**config.mk**
```make
export PLATFORM = sky130hd
export DESIGN_NAME = ddr_traffic_gen
export DESIGN_NICKNAME = d
export VERILOG_FILES = /design/src/rtl/ddr_traffic_gen.sv
export SDC_FILE = /design/constraint.sdc
export NUM_CORES = 1
export LEC_CHECK = 0
export ABC_CLOCK_PERIOD_IN_PS = 3800
export BUFFER_PORTS_ARGS = -buffer_cell sky130_fd_sc_hd__buf_2
export CAP_MARGIN = 15
export CORE_MARGIN = 2
export CORE_UTILIZATION = 55
export DETAILED_ROUTE_END_ITERATION = 8
export PLACE_DENSITY = 0.78
export SETUP_SLACK_MARGIN = 0.5
export SYNTH_ARGS = -nofsm -noshare
export SYNTH_HDL_FRONTEND = slang
export SYNTH_SLANG_ARGS = --single-unit
```
**constraint.sdc**
```tcl
create_clock -name ui_clk -period 3.8 [get_ports ui_clk]
set_clock_uncertainty 0.1 [all_clocks]
set_input_delay 0.57 -clock ui_clk [delete_from_list [all_inputs] [get_ports ui_clk]]
set_output_delay 0.57 -clock ui_clk [all_outputs]
set_load 0.005 [all_outputs]
```
**src/rtl/ddr_traffic_gen.sv**
```systemverilog
// Write-traffic source for the MIG user-interface domain: waits for calibration and a
// settle interval, then issues NUM_WORDS pattern words over a valid/ready handshake.
module ddr_traffic_gen #(
    parameter int unsigned       DATA_W        = 128,
    parameter int unsigned       NUM_WORDS     = 500,
    parameter int unsigned       CNT_W         = 16,
    parameter int unsigned       SETTLE_CYCLES = 127,
    parameter int unsigned       BURST_LEN     = 0,
    parameter int unsigned       GAP_LEN       = 2,
    parameter logic [31:0]       LFSR_SEED     = 32'h0000_0001,
    parameter logic [DATA_W-1:0] CONST_PAT     = {(DATA_W/8){8'hA5}}
) (
    input  logic              ui_clk,
    input  logic              reset,
    input  logic              calib_done,
    input  logic [1:0]        mode,
    input  logic              wr_ready,
    output logic              wr_en,
    output logic [DATA_W-1:0] dout,
    output logic [CNT_W-1:0]  word_cnt,
    output logic              busy,
    output logic              done
);
    localparam int unsigned      LANES      = DATA_W / 32;
    localparam logic [2:0]       S_IDLE     = 3'd0;
    localparam logic [2:0]       S_SETTLE   = 3'd1;
    localparam logic [2:0]       S_RUN      = 3'd2;
    localparam logic [2:0]       S_GAP      = 3'd3;
    localparam logic [2:0]       S_DONE     = 3'd4;
    localparam logic [CNT_W-1:0] LAST_CNT   = CNT_W'(NUM_WORDS);
    localparam logic [CNT_W-1:0] BURST_CNT  = CNT_W'(BURST_LEN);
    localparam logic [CNT_W-1:0] GAP_CNT    = CNT_W'(GAP_LEN);
    localparam logic [15:0]      SETTLE_CNT = 16'(SETTLE_CYCLES);
    localparam logic             PACED      = (BURST_LEN != 0);
    // Galois feedback mask for x^32 + x^22 + x^2 + x + 1 (right-shifting form).
    localparam logic [31:0]      LFSR_TAPS  = 32'h8020_0003;

    logic [2:0]        state_reg;
    logic [15:0]       settle_cnt_reg;
    logic [CNT_W-1:0]  burst_cnt_reg;
    logic [CNT_W-1:0]  gap_cnt_reg;
    logic [1:0]        mode_reg;
    logic [31:0]       lfsr_reg;
    logic [31:0]       lfsr_next;
    logic [CNT_W-1:0]  word_cnt_next;
    logic [CNT_W-1:0]  burst_cnt_next;
    logic              transfer;
    logic [DATA_W-1:0] lfsr_word_cur;
    logic [DATA_W-1:0] lfsr_word_next;
    logic [DATA_W-1:0] first_word;
    logic [DATA_W-1:0] next_word;

    assign lfsr_next      = (lfsr_reg >> 1) ^ (lfsr_reg[0] ? LFSR_TAPS : 32'h0);
    assign transfer       = wr_en & wr_ready;
    assign word_cnt_next  = word_cnt + CNT_W'(1);
    assign burst_cnt_next = burst_cnt_reg + CNT_W'(1);

    genvar gi;
    generate
        for (gi = 0; gi < LANES; gi++) begin : g_lane
            assign lfsr_word_cur[gi*32 +: 32]  = lfsr_reg;
            assign lfsr_word_next[gi*32 +: 32] = lfsr_next;
        end
    endgenerate

    // Word 1 uses the live mode input because it is latched on the same edge.
    always_comb begin
        first_word = CONST_PAT;
        case (mode)
            2'd0:    first_word = DATA_W'(1);
            2'd1:    first_word = lfsr_word_cur;
            2'd2:    first_word = DATA_W'(1);
            default: first_word = CONST_PAT;
        endcase
    end

    // Word k+1 after the transfer of word k; word_cnt_next equals k here.
    always_comb begin
        next_word = CONST_PAT;
        case (mode_reg)
            2'd0:    next_word = DATA_W'(word_cnt_next) + DATA_W'(1);
            2'd1:    next_word = lfsr_word_next;
            2'd2:    next_word = {dout[DATA_W-2:0], dout[DATA_W-1]};
            default: next_word = CONST_PAT;
        endcase
    end

    always_ff @(posedge ui_clk) begin
        if (reset) begin
            state_reg      <= S_IDLE;
            settle_cnt_reg <= '0;
            burst_cnt_reg  <= '0;
            gap_cnt_reg    <= '0;
            mode_reg       <= '0;
            lfsr_reg       <= LFSR_SEED;
            wr_en          <= 1'b0;
            dout           <= '0;
            word_cnt       <= '0;
            busy           <= 1'b0;
            done           <= 1'b0;
        end else if (state_reg != S_IDLE && !calib_done) begin
            // Losing calibration aborts the run, overriding any same-cycle transfer.
            state_reg      <= S_IDLE;
            settle_cnt_reg <= '0;
            burst_cnt_reg  <= '0;
            gap_cnt_reg    <= '0;
            lfsr_reg       <= LFSR_SEED;
            wr_en          <= 1'b0;
            dout           <= '0;
            word_cnt       <= '0;
            busy           <= 1'b0;
            done           <= 1'b0;
        end else begin
            case (state_reg)
                S_IDLE: begin
                    if (calib_done) begin
                        state_reg      <= S_SETTLE;
                        settle_cnt_reg <= SETTLE_CNT;
                        busy           <= 1'b1;
                    end
                end
                S_SETTLE: begin
                    if (settle_cnt_reg != 16'd0) begin
                        settle_cnt_reg <= settle_cnt_reg - 16'd1;
                    end else begin
                        state_reg <= S_RUN;
                        mode_reg  <= mode;
                        dout      <= first_word;
                        wr_en     <= 1'b1;
                    end
                end
                S_RUN: begin
                    if (transfer) begin
                        word_cnt <= word_cnt_next;
                        lfsr_reg <= lfsr_next;
                        if (word_cnt_next == LAST_CNT) begin
                            state_reg <= S_DONE;
                            wr_en     <= 1'b0;
                            done      <= 1'b1;
                            busy      <= 1'b0;
                        end else begin
                            dout <= next_word;
                            if (PACED && burst_cnt_next == BURST_CNT) begin
                                state_reg     <= S_GAP;
                                wr_en         <= 1'b0;
                                burst_cnt_reg <= '0;
                                gap_cnt_reg   <= GAP_CNT;
                            end else begin
                                burst_cnt_reg <= burst_cnt_next;
                            end
                        end
                    end
                end
                S_GAP: begin
                    if (gap_cnt_reg <= CNT_W'(1)) begin
                        state_reg   <= S_RUN;
                        gap_cnt_reg <= '0;
                        wr_en       <= 1'b1;
                    end else begin
                        gap_cnt_reg <= gap_cnt_reg - CNT_W'(1);
                    end
                end
                S_DONE: begin
                end
                default: begin
                    state_reg <= S_IDLE;
                    wr_en     <= 1'b0;
                    busy      <= 1'b0;
                end
            endcase
        end
    end
endmodule

```
==> run metrics, run 1 <==
Synth-to-Final Area Change 15.4%; period utilization 0.840; max-slew violation count 0; FF+latch count, synth 216; clk root buf clkbuf_16; post-synth top area cell dfxtp_1; crit start category flip-flop; crit path capture dout[111]; Net Count, Synth 1525; Post-Syn Instances 1513; # hold bufs at CTS 0; final hold slack 215 ps; fin nets 1598; most frequent cell after synthesis a21oi_1; CP max FO 8; Die Area 22300 um^2; Via density 6.23; met1 usage 0.383; GPL Wtd Cong 0.892; die width 149 um; Yosys top cell area share 0.372; top post-synthesis cells by count a21oi_1, dfxtp_1, nand2_1; Power Dens Cells 503 nW/um^2; Overall Global Routing Usage 0.308; CTS clk-pin slew, worst paths 60 ps; number of synthesized flops with an enable pin 0; Period minus WS final 3190 ps; kind of critical path flip-flop to flip-flop; first-pass GRT wire length 56.5 mm; worst hold path stage count 2; Final setup viols 0; final core occ 0.642; Clock Sinks 216; largest net degree at the start of global routing 88; initial core utilization 0.556; I/O pin cnt 153; fillers 1813; GRT met2 Usage 0.529; r2r endpoint dout[111]; Top FF cell, synth dfxtp_1; Detailed Route Iter0 Violations 976; Diodes inserted 0; die height 149 um; sequential area share after synthesis 0.372; DP Wirelength 22.7 mm; Top delay family on crit path compound AO/OA/AOI/OAI gates; length of the first detailed-routing pass in iterations 7; DR WL/cell 18.6 um; total grt overflow 0; Cell Area, Synth 11600 um^2; WP buf/inv 1; Max stage delay on crit path 610 ps; Routed Antenna Nets 0; WP depth 8; layout cells sized above 1 0.206; Critical Path Start word_cnt[7]; total power 0.00675 W; Routed WL 35.0 mm; RSZ-0062 raised after global routing true; crit path max-delay cell type or4_4; r2r setup slk 610 ps; top cells by area, synth dfxtp_1, a21oi_1, a211oi_2; required time of the worst setup path 4160 ps; met3 usage 0.0419; core box area 20900 um^2; Slew @ Worst Pin 1170 ps; number of flip-flops in the largest register 128; status complete, no violations; Reg-to-Reg Start word_cnt[7]; hold path startpoint reset; CTS H-tree depth 1; Port-buffer cells 152; initial antenna violation count 0; clk_lat worst skew 540 ps; Post-synth ARST share 0; slew margin rel. 0.217; TritonCTS Buffers 24; worst path arrival time 3560 ps; busiest grt layer met2; Ys Warns 0; Leak 4.67 nW; Max Cap Violations 0; setup_tns 0 ps; worst vdd ir 383 uV; DRC 0; Placed Cells 1833; highest clock rate 313 MHz; Hold WC Path Type primary input to flip-flop; vias in the first global route 11000; TritonCTS clock tree yes; worst path cell trace nand4_1 -> or4_4 -> mux2_4 -> o22ai_4 -> a31oi_4 -> buf_4 -> o22ai_1 -> o221a_2; crit end category flip-flop; site row count 53; Syn Area/Cell 7.68 um^2; Hold Violations, Final 0; deepest clock path buffer count 3; vias 11700; final cell count without fillers 1878; Worst R2R Path Depth 8; Synth cell types 73
## where the power goes
part | switching (W) | internal (W)
Clock | 0.000964 | 0.00153
Combinational | 0.000946 | 0.000578
Sequential | 0.000229 | 0.00250
Total | 0.00214 | 0.00461
## worst min path at each step
| stage | end | slack [ps] |
|---|---|---|
| after floorplan | lfsr_reg[20] | 360 |
| final | mode_reg[0] | 220 |
| after global placement | done | 350 |
| after CTS | mode_reg[0] | 200 |
| after detailed placement | done | 350 |
| after global routing | mode_reg[0] | 200 |
## cell families after synthesis
logic type / count (synthesis) / synth area share
xor+xnor: 56 / 0.0422
fa+ha+maj: 6 / 0.00646
buf+inv: 151 / 0.0581
mux: 7 / 0.00646
flops: 216 / 0.372
compound gates: 490 / 0.286
simple gates: 587 / 0.229
## area by class of cell
| class | instances | area (um^2) | share of cell area |
|---|---|---|---|
| multi-input combinational | 1146 | 6730 | 0.502 |
| sequential | 216 | 4330 | 0.323 |
| clock buffer | 38 | 774 | 0.0578 |
| clock inverter | 5 | 81.3 | 0.00607 |
| inverter | 13 | 48.8 | 0.00364 |
| tap | 275 | 344 | 0.0257 |
| timing repair buffer | 185 | 1100 | 0.0818 |
## placed cells by master, fill, tap and decap left out, drive strengths merged, types with 7 or more instances in the layout
master and instances:
a211oi 110, a21oi 231, buf 185, clkbuf 38, dfxtp 216, inv 14, nand2 191, nand2b 9
nand3 17, nand4 7, nor2 162, nor2b 8, nor3 134, nor4 11, o211a 8, o21ai 76
o221a 8, o31ai 8, or3 10, xnor2 35, xor2 21
## metal layers
layer  routed length, um  vias up
li1                    -     5545
met1               13900     5508
met2               17200      546
met3                2450       97
met4                1390        0
met5                   0        -
## worst reg2reg max path, stage by stage (launching register included)
cell     delay (ps)
dfxtp_1         520
nand4_1         210
or4_4           610
mux2_4          340
o22ai_4         270
a31oi_4         190
buf_4           200
o22ai_1         430
o221a_2         280
## timing repair
item | in CTS | in global routing
pin swaps | 0 | 1
setup buffers | 0 | 2
resized for setup | 5 | 8
setup endpoints to repair | 115 | 121
endpoints found under the hold margin | 0 | 0
gates cloned | 0 | 0
## per-stage QoR
stage	area [um^2]	setup WS [ps]
3_5_place_dp	12500	354
6_report	13400	608
2_1_floorplan	11600	818
5_1_grt	13400	482
3_3_place_gp	12500	421
4_1_cts	13300	483
No activity file was read; power rests on OpenSTA's default activity.
==> inputs of run 2 (changes only) <==
--- a/config.mk
+++ b/config.mk
@@ -5,11 +5,11 @@
 export SDC_FILE = /design/constraint.sdc
 export NUM_CORES = 1
 export LEC_CHECK = 0
-export ABC_CLOCK_PERIOD_IN_PS = 3800
+export ABC_CLOCK_PERIOD_IN_PS = 2800
 export BUFFER_PORTS_ARGS = -buffer_cell sky130_fd_sc_hd__buf_2
 export CAP_MARGIN = 15
 export CORE_MARGIN = 2
-export CORE_UTILIZATION = 55
+export CORE_UTILIZATION = 53
 export DETAILED_ROUTE_END_ITERATION = 8
 export PLACE_DENSITY = 0.78
 export SETUP_SLACK_MARGIN = 0.5
==> constraint.sdc (replaced) <==
create_clock -name ui_clk -period 2.8 [get_ports ui_clk]
set_clock_uncertainty 0.1 [all_clocks]
set_input_delay 0.42 -clock ui_clk [delete_from_list [all_inputs] [get_ports ui_clk]]
set_output_delay 0.42 -clock ui_clk [all_outputs]
set_load 0.005 [all_outputs]
==> run 2 against run 1 <==
Non-clock buffer count is 50 higher. First-iteration DRC count increased by 38%. Final cell count up 3.0%. Clock power up 43%. Routed wire length increased by 13%. Via count is 7.1% higher. Sequential power rose by 38%. Clock-buffer cell count shrank 4. Setup slack got worse by 560 ps. Largest power group unchanged.
==> run metrics, run 2 (synthesis gave the netlist of run 1 again) <==
GPL Wtd Cong 0.912 (was 0.892); kind of critical path flip-flop to flip-flop (unchanged); final instance area 15000 um^2 (was 13400 um^2); Worst R2R Path Depth 6 (was 8); Slew @ Worst Pin 678 ps (was 1170 ps); hold endpoint mode_reg[1] (was mode_reg[0]); crit path max-delay cell type or4_4 (unchanged); DR WL/cell 20.4 um (was 18.6 um); RSZ-0062 raised after global routing true (unchanged); worst vdd ir 438 uV (was 383 uV); Post-DP Area 13100 um^2 (was 12500 um^2); Reg-to-Reg Start settle_cnt_reg[11] (was word_cnt[7]); Via density 6.48 (was 6.23); hold path startpoint reset (unchanged); vias 12500 (was 11700); first-pass GRT wire length 60.4 mm (was 56.5 mm); routed length on met1 14.7 mm (was 13.9 mm); status complete, no violations (unchanged); Period minus WS final 2750 ps (was 3190 ps); sequential cell area 4340 um^2 (was 4330 um^2); Overall Global Routing Usage 0.310 (was 0.308); CP max FO 37 (was 8); TritonCTS clock tree yes (unchanged); DP Wirelength 24.2 mm (was 22.7 mm); Port-buffer cells 152 (unchanged); Synth-to-Final Area Change 29.1% (was 15.4%); slew margin rel. 0.547 (was 0.217); highest clock rate 364 MHz (was 313 MHz); die width 152 um (was 149 um); clk root buf clkbuf_16 (unchanged); core box area 21700 um^2 (was 20900 um^2); Final setup viols 0 (unchanged); final cell count without fillers 1934 (was 1878); clk_lat worst skew 540 ps (about the same); fin nets 1649 (was 1598); WP buf/inv 1 (unchanged); Placed Cells 1878 (was 1833); period utilization 0.981 (was 0.840); worst path arrival time 3070 ps (was 3560 ps); Hold Violations, Final 0 (unchanged); met2 WL post-DR 19.0 mm (was 17.2 mm); largest net degree at the start of global routing 113 (was 88); top sig layer met4 (unchanged); CTS clk-pin slew, worst paths 60 ps (about the same); met3 WL 3.61 mm (was 2.45 mm); required time of the worst setup path 3130 ps (was 4160 ps); max-slew violation count 0 (unchanged); crit start category flip-flop (unchanged); r2r setup slk 50 ps (was 610 ps); worst hold path stage count 2 (unchanged); Routed Antenna Nets 0 (unchanged); Max stage delay on crit path 580 ps (was 610 ps); site row count 54 (was 53); Max Cap Violations 0 (unchanged); layout cells sized above 1 0.304 (was 0.206); vias in the first global route 11800 (was 11000); fillers 1667 (was 1813); total power 0.00995 W (was 0.00675 W); initial antenna violation count 0 (unchanged); deepest clock path buffer count 3 (unchanged); number of flip-flops in the largest register 128 (unchanged); most common cell after layout, fill and taps aside a21oi_1 (unchanged); Clock Sinks 216 (unchanged); I/O pin cnt 153 (unchanged); Hold WC Path Type primary input to flip-flop (unchanged); length of the first detailed-routing pass in iterations 6 (was 7); TritonCTS Buffers 24 (unchanged); Die Area 23100 um^2 (was 22300 um^2); Leak 5.26 nW (was 4.67 nW); Routed WL 39.5 mm (was 35.0 mm); Diodes inserted 0 (unchanged); die height 152 um (was 149 um); multi-input logic area 7600 um^2 (was 6730 um^2); Detailed Route Iter0 Violations 1349 (was 976); initial core utilization 0.535 (was 0.556); CTS H-tree depth 1 (unchanged); Top delay family on crit path simple AND/OR/NAND/NOR gates (was compound AO/OA/AOI/OAI gates); most frequent cells in the layout a21oi_1, dfxtp_1, nand2_1, nor2_1, buf_2 (unchanged); worst path cell trace or4_4 -> nor4_4 -> and2_4 -> buf_12 -> nor3_1 -> a211oi_1 (was nand4_1 -> or4_4 -> mux2_4 -> o22ai_4 -> a31oi_4 -> buf_4 -> o22ai_1 -> o221a_2); r2r endpoint dout[22] (was dout[111]); final hold slack 63.3 ps (was 215 ps); total grt overflow 0 (unchanged); Critical Path Start settle_cnt_reg[11] (was word_cnt[7]); Power Dens Cells 663 nW/um^2 (was 503 nW/um^2); crit end category flip-flop (unchanged); DRC 0 (unchanged)
[run 2: cell count changes in the layout (fill, tap and decap cells not counted), moves of 32 or more]
cell,before,now
nor3_1,133,54
buf_4,26,58
nor3_2,1,48
nor3_4,0,32
[run 2: routing by layer]
layer  GRT usage  up-vias
met2       0.523      754
met3      0.0451      178
li1            -     5679
met4       0.165        0
met1       0.384     5913
met5           0        -
[run 2: metrics by stage]
step / worst slack (ps) / utilization / setup TNS (ps)
floorplan: 69.5 / - / 0
detailed placement: -23.2 / 0.605 / -87.5
CTS: 75.9 / 0.665 / 0
finish: 52.1 / 0.691 / 0
global route: -80.4 / 0.691 / -130
global placement: 49.3 / 0.605 / 0
[run 2: cell type report]
cell class              count  area share
repair buffers            235       0.117
flip-flops and latches    216       0.290
clock inverters             9      0.0123
well taps                 280      0.0234
clock buffers              34      0.0472
inverters                  13     0.00325
multi-input cells        1147       0.507
[run 2: power breakdown]
| part | total, W | switching (W) | leakage (nW) | internal, W |
|---|---|---|---|---|
| registers | 0.00377 | 0.000379 | 1.75 | 0.00339 |
| logic | 0.00262 | 0.00150 | 3.07 | 0.00111 |
| clock network | 0.00356 | 0.00134 | 0.435 | 0.00222 |
| total | 0.00995 | 0.00323 | 5.26 | 0.00672 |
[run 2: repair_timing]
| item | 4_1_cts | 5_1_grt |
|---|---|---|
| gates cloned | 3 | 5 |
| resized for setup | 55 | 89 |
| pin swaps | 5 | 36 |
| setup buffers | 5 | 0 |
| setup endpoints to repair | 155 | 169 |
| hold buffers | 0 | 0 |
[run 2: worst max path at each step]
stage / slack, ps / cells past startpoint / end
after floorplan: 70 / 10 / dout[15]
final: 50 / 6 / dout[22]
after global placement: 50 / 9 / dout[16]
after CTS: 80 / 9 / dout[15]
after detailed placement: -20 / 9 / dout[16]
after global routing: -80 / 8 / dout[22]
==> inputs of run 3 (changes only) <==
--- a/config.mk
+++ b/config.mk
@@ -11,6 +11,7 @@
 export CORE_MARGIN = 2
 export CORE_UTILIZATION = 53
 export DETAILED_ROUTE_END_ITERATION = 8
+export MAX_ROUTING_LAYER = met4
 export PLACE_DENSITY = 0.78
 export SETUP_SLACK_MARGIN = 0.5
 export SYNTH_ARGS = -nofsm -noshare
==> run 3 against run 2 <==
The flow now finishes with violations (setup timing). Non-clock buffer count up 27. First-iteration DRC count up 8.5%. Core utilization up 1.9 points. Critical path type unchanged. Critical path depth up 3. Worst hold slack worse by 20 ps. Clock power down 6.2%. Register-to-register slack worse by 130 ps. Sequential power about the same. Highest routed layer unchanged. Critical endpoint is now dout[30]. Total power down 0.33%. Flip-flop and latch count unchanged. Die area unchanged.
==> run metrics, run 3 (synthesis gave the netlist of run 1 again) <==
status complete, but fails checks (was complete, no violations); failing checks setup timing; Critical Path Start word_cnt[1] (was settle_cnt_reg[11]); TritonCTS Buffers 25 (was 24); Final setup viols 2 (was 0); final cell count without fillers 1962 (was 1934); sequential power share 0.381 (was 0.379); worst path arrival time 3210 ps (was 3070 ps); Worst R2R Path Depth 9 (was 6); Reg-to-Reg Start word_cnt[1] (was settle_cnt_reg[11]); crit end category flip-flop (unchanged); DP Wirelength 24.3 mm (was 24.2 mm); worst hold path stage count 2 (unchanged); r2r endpoint dout[30] (was dout[22]); initial antenna violation count 0 (unchanged); Switching Fraction 0.338 (was 0.324); Slew @ Worst Pin 696 ps (was 678 ps); Port-buffer cells 152 (unchanged); Via density 6.57 (was 6.48); total grt overflow 0 (unchanged); power share of the clock group 0.336 (was 0.358); Setup Slack @ Placement 1.20 ps (was -23.2 ps); total power 0.00992 W (was 0.00995 W); fin nets 1677 (was 1649); initial core utilization 0.535 (unchanged); Routed Antenna Nets 0 (unchanged); Die Area 23100 um^2 (unchanged); Detailed Route Iter0 Violations 1464 (was 1349); PnR worst setup slack -78.9 ps (was 52.1 ps); final core occ 0.711 (was 0.691); core box area 21700 um^2 (unchanged); CTS H-tree depth 1 (unchanged); Placed Cells 1880 (was 1878); largest net degree at the start of global routing 113 (unchanged); highest clock rate 347 MHz (was 364 MHz); Max Cap Violations 0 (unchanged); met3 WL 3.82 mm (was 3.61 mm); site row count 54 (unchanged); required time of the worst setup path 3130 ps (about the same); CP max FO 14 (was 37); Hold WC Path Type primary input to flip-flop (unchanged); Period minus WS final 2880 ps (was 2750 ps); deepest clock path buffer count 3 (unchanged); met2 WL post-DR 20.2 mm (was 19.0 mm); slew margin rel. 0.536 (was 0.547); r2r setup slk -80 ps (was 50 ps); Combinational Power Share 0.283 (was 0.263); vias in the first global route 11700 (was 11800); most frequent cells in the layout a21oi_1, dfxtp_1, nand2_1, nor2_1, buf_2 (unchanged); number of flip-flops in the largest register 128 (unchanged); final hold slack 43.4 ps (was 63.3 ps); clk_lat worst skew 550 ps (was 540 ps); Hold Violations, Final 0 (unchanged); worst vdd ir 406 uV (was 438 uV); crit path capture dout[30] (was dout[22]); TritonCTS clock tree yes (unchanged); DR WL/cell 21.3 um (was 20.4 um); Internal 0.00656 W (was 0.00672 W); RSZ-0062 raised after global routing true (unchanged); DRC 0 (unchanged); Diodes inserted 0 (unchanged); clk root buf clkbuf_16 (unchanged); die height 152 um (unchanged); layout cells sized above 1 0.328 (was 0.304); max-slew violation count 0 (unchanged); die width 152 um (unchanged); length of the first detailed-routing pass in iterations 6 (unchanged); Clock Sinks 216 (unchanged); crit start category flip-flop (unchanged); routed length on met1 15.3 mm (was 14.7 mm); Power Dens Cells 644 nW/um^2 (was 663 nW/um^2); kind of critical path flip-flop to flip-flop (unchanged); top sig layer met4 (unchanged); # hold bufs at CTS 0 (unchanged); period utilization 1.03 (was 0.981); Overall Global Routing Usage 0.322 (was 0.310); Routed WL 41.8 mm (was 39.5 mm); most common cell after layout, fill and taps aside a21oi_1 (unchanged); Leak 5.46 nW (was 5.26 nW); vias 12900 (was 12500); P_sw 0.00336 W (was 0.00323 W); GPL Wtd Cong 0.920 (was 0.912); I/O pin cnt 153 (unchanged); first-pass GRT wire length 61.0 mm (was 60.4 mm); CTS clk-pin slew, worst paths 70 ps (was 60 ps); Synth-to-Final Area Change 32.7% (was 29.1%)
## run 3: worst min path at each step
stage                 start      endpoint  slack (ps)
3_3_place_gp           done          done         350
6_report              reset   mode_reg[0]          40
3_5_place_dp           done          done         350
2_1_floorplan  lfsr_reg[21]  lfsr_reg[20]         360
4_1_cts               reset   mode_reg[1]          30
5_1_grt               reset   mode_reg[1]          40
## run 3: critical path, stage by stage, from the launching register on
cell,delay [ps]
dfxtp_4,370
ha_4,170
nand3_2,100
or4_4,450
mux2_4,330
o22ai_4,250
a31o_4,270
nand2_4,170
buf_16,220
a211oi_1,330
## run 3: repair_timing
| item | 4_1_cts | 5_1_grt |
|---|---|---|
| pin swaps | 7 | 30 |
| gates cloned | 1 | 18 |
| setup buffers | 7 | 12 |
| gates resized for setup | 57 | 121 |
| endpoints found under the setup margin | 154 | 169 |
## run 3: power by group through the flow
stage               sequential, W  clock [W]  combinational (W)
floorplan                 0.00370          0            0.00152
finish                    0.00378    0.00334            0.00280
detailed placement        0.00377          0            0.00218
global placement          0.00376          0            0.00212
global route              0.00380    0.00347            0.00300
CTS                       0.00372    0.00333            0.00232
## run 3: area by class of cell
type	instances	area (um^2)
clock inverter	9	88.8
timing repair buffer	262	2110
clock buffer	35	743
multi-input combinational	1147	7730
sequential	216	4340
fill	1583	6280
tap	280	350
inverter	13	48.8
## run 3: per-layer routing
metal | vias up | global-route usage
li1 | 5726 | -
met1 | 6132 | 0.391
met2 | 816 | 0.532
met3 | 226 | 0.0388
met4 | 0 | 0.157
met5 | - | -
## run 3: per-stage QoR
stage	setup TNS (ps)	cell area, um^2
finish	-99.7	15400
global route	-379	15400
CTS	0	14300
global placement	0	13100
detailed placement	0	13100
floorplan	0	11900
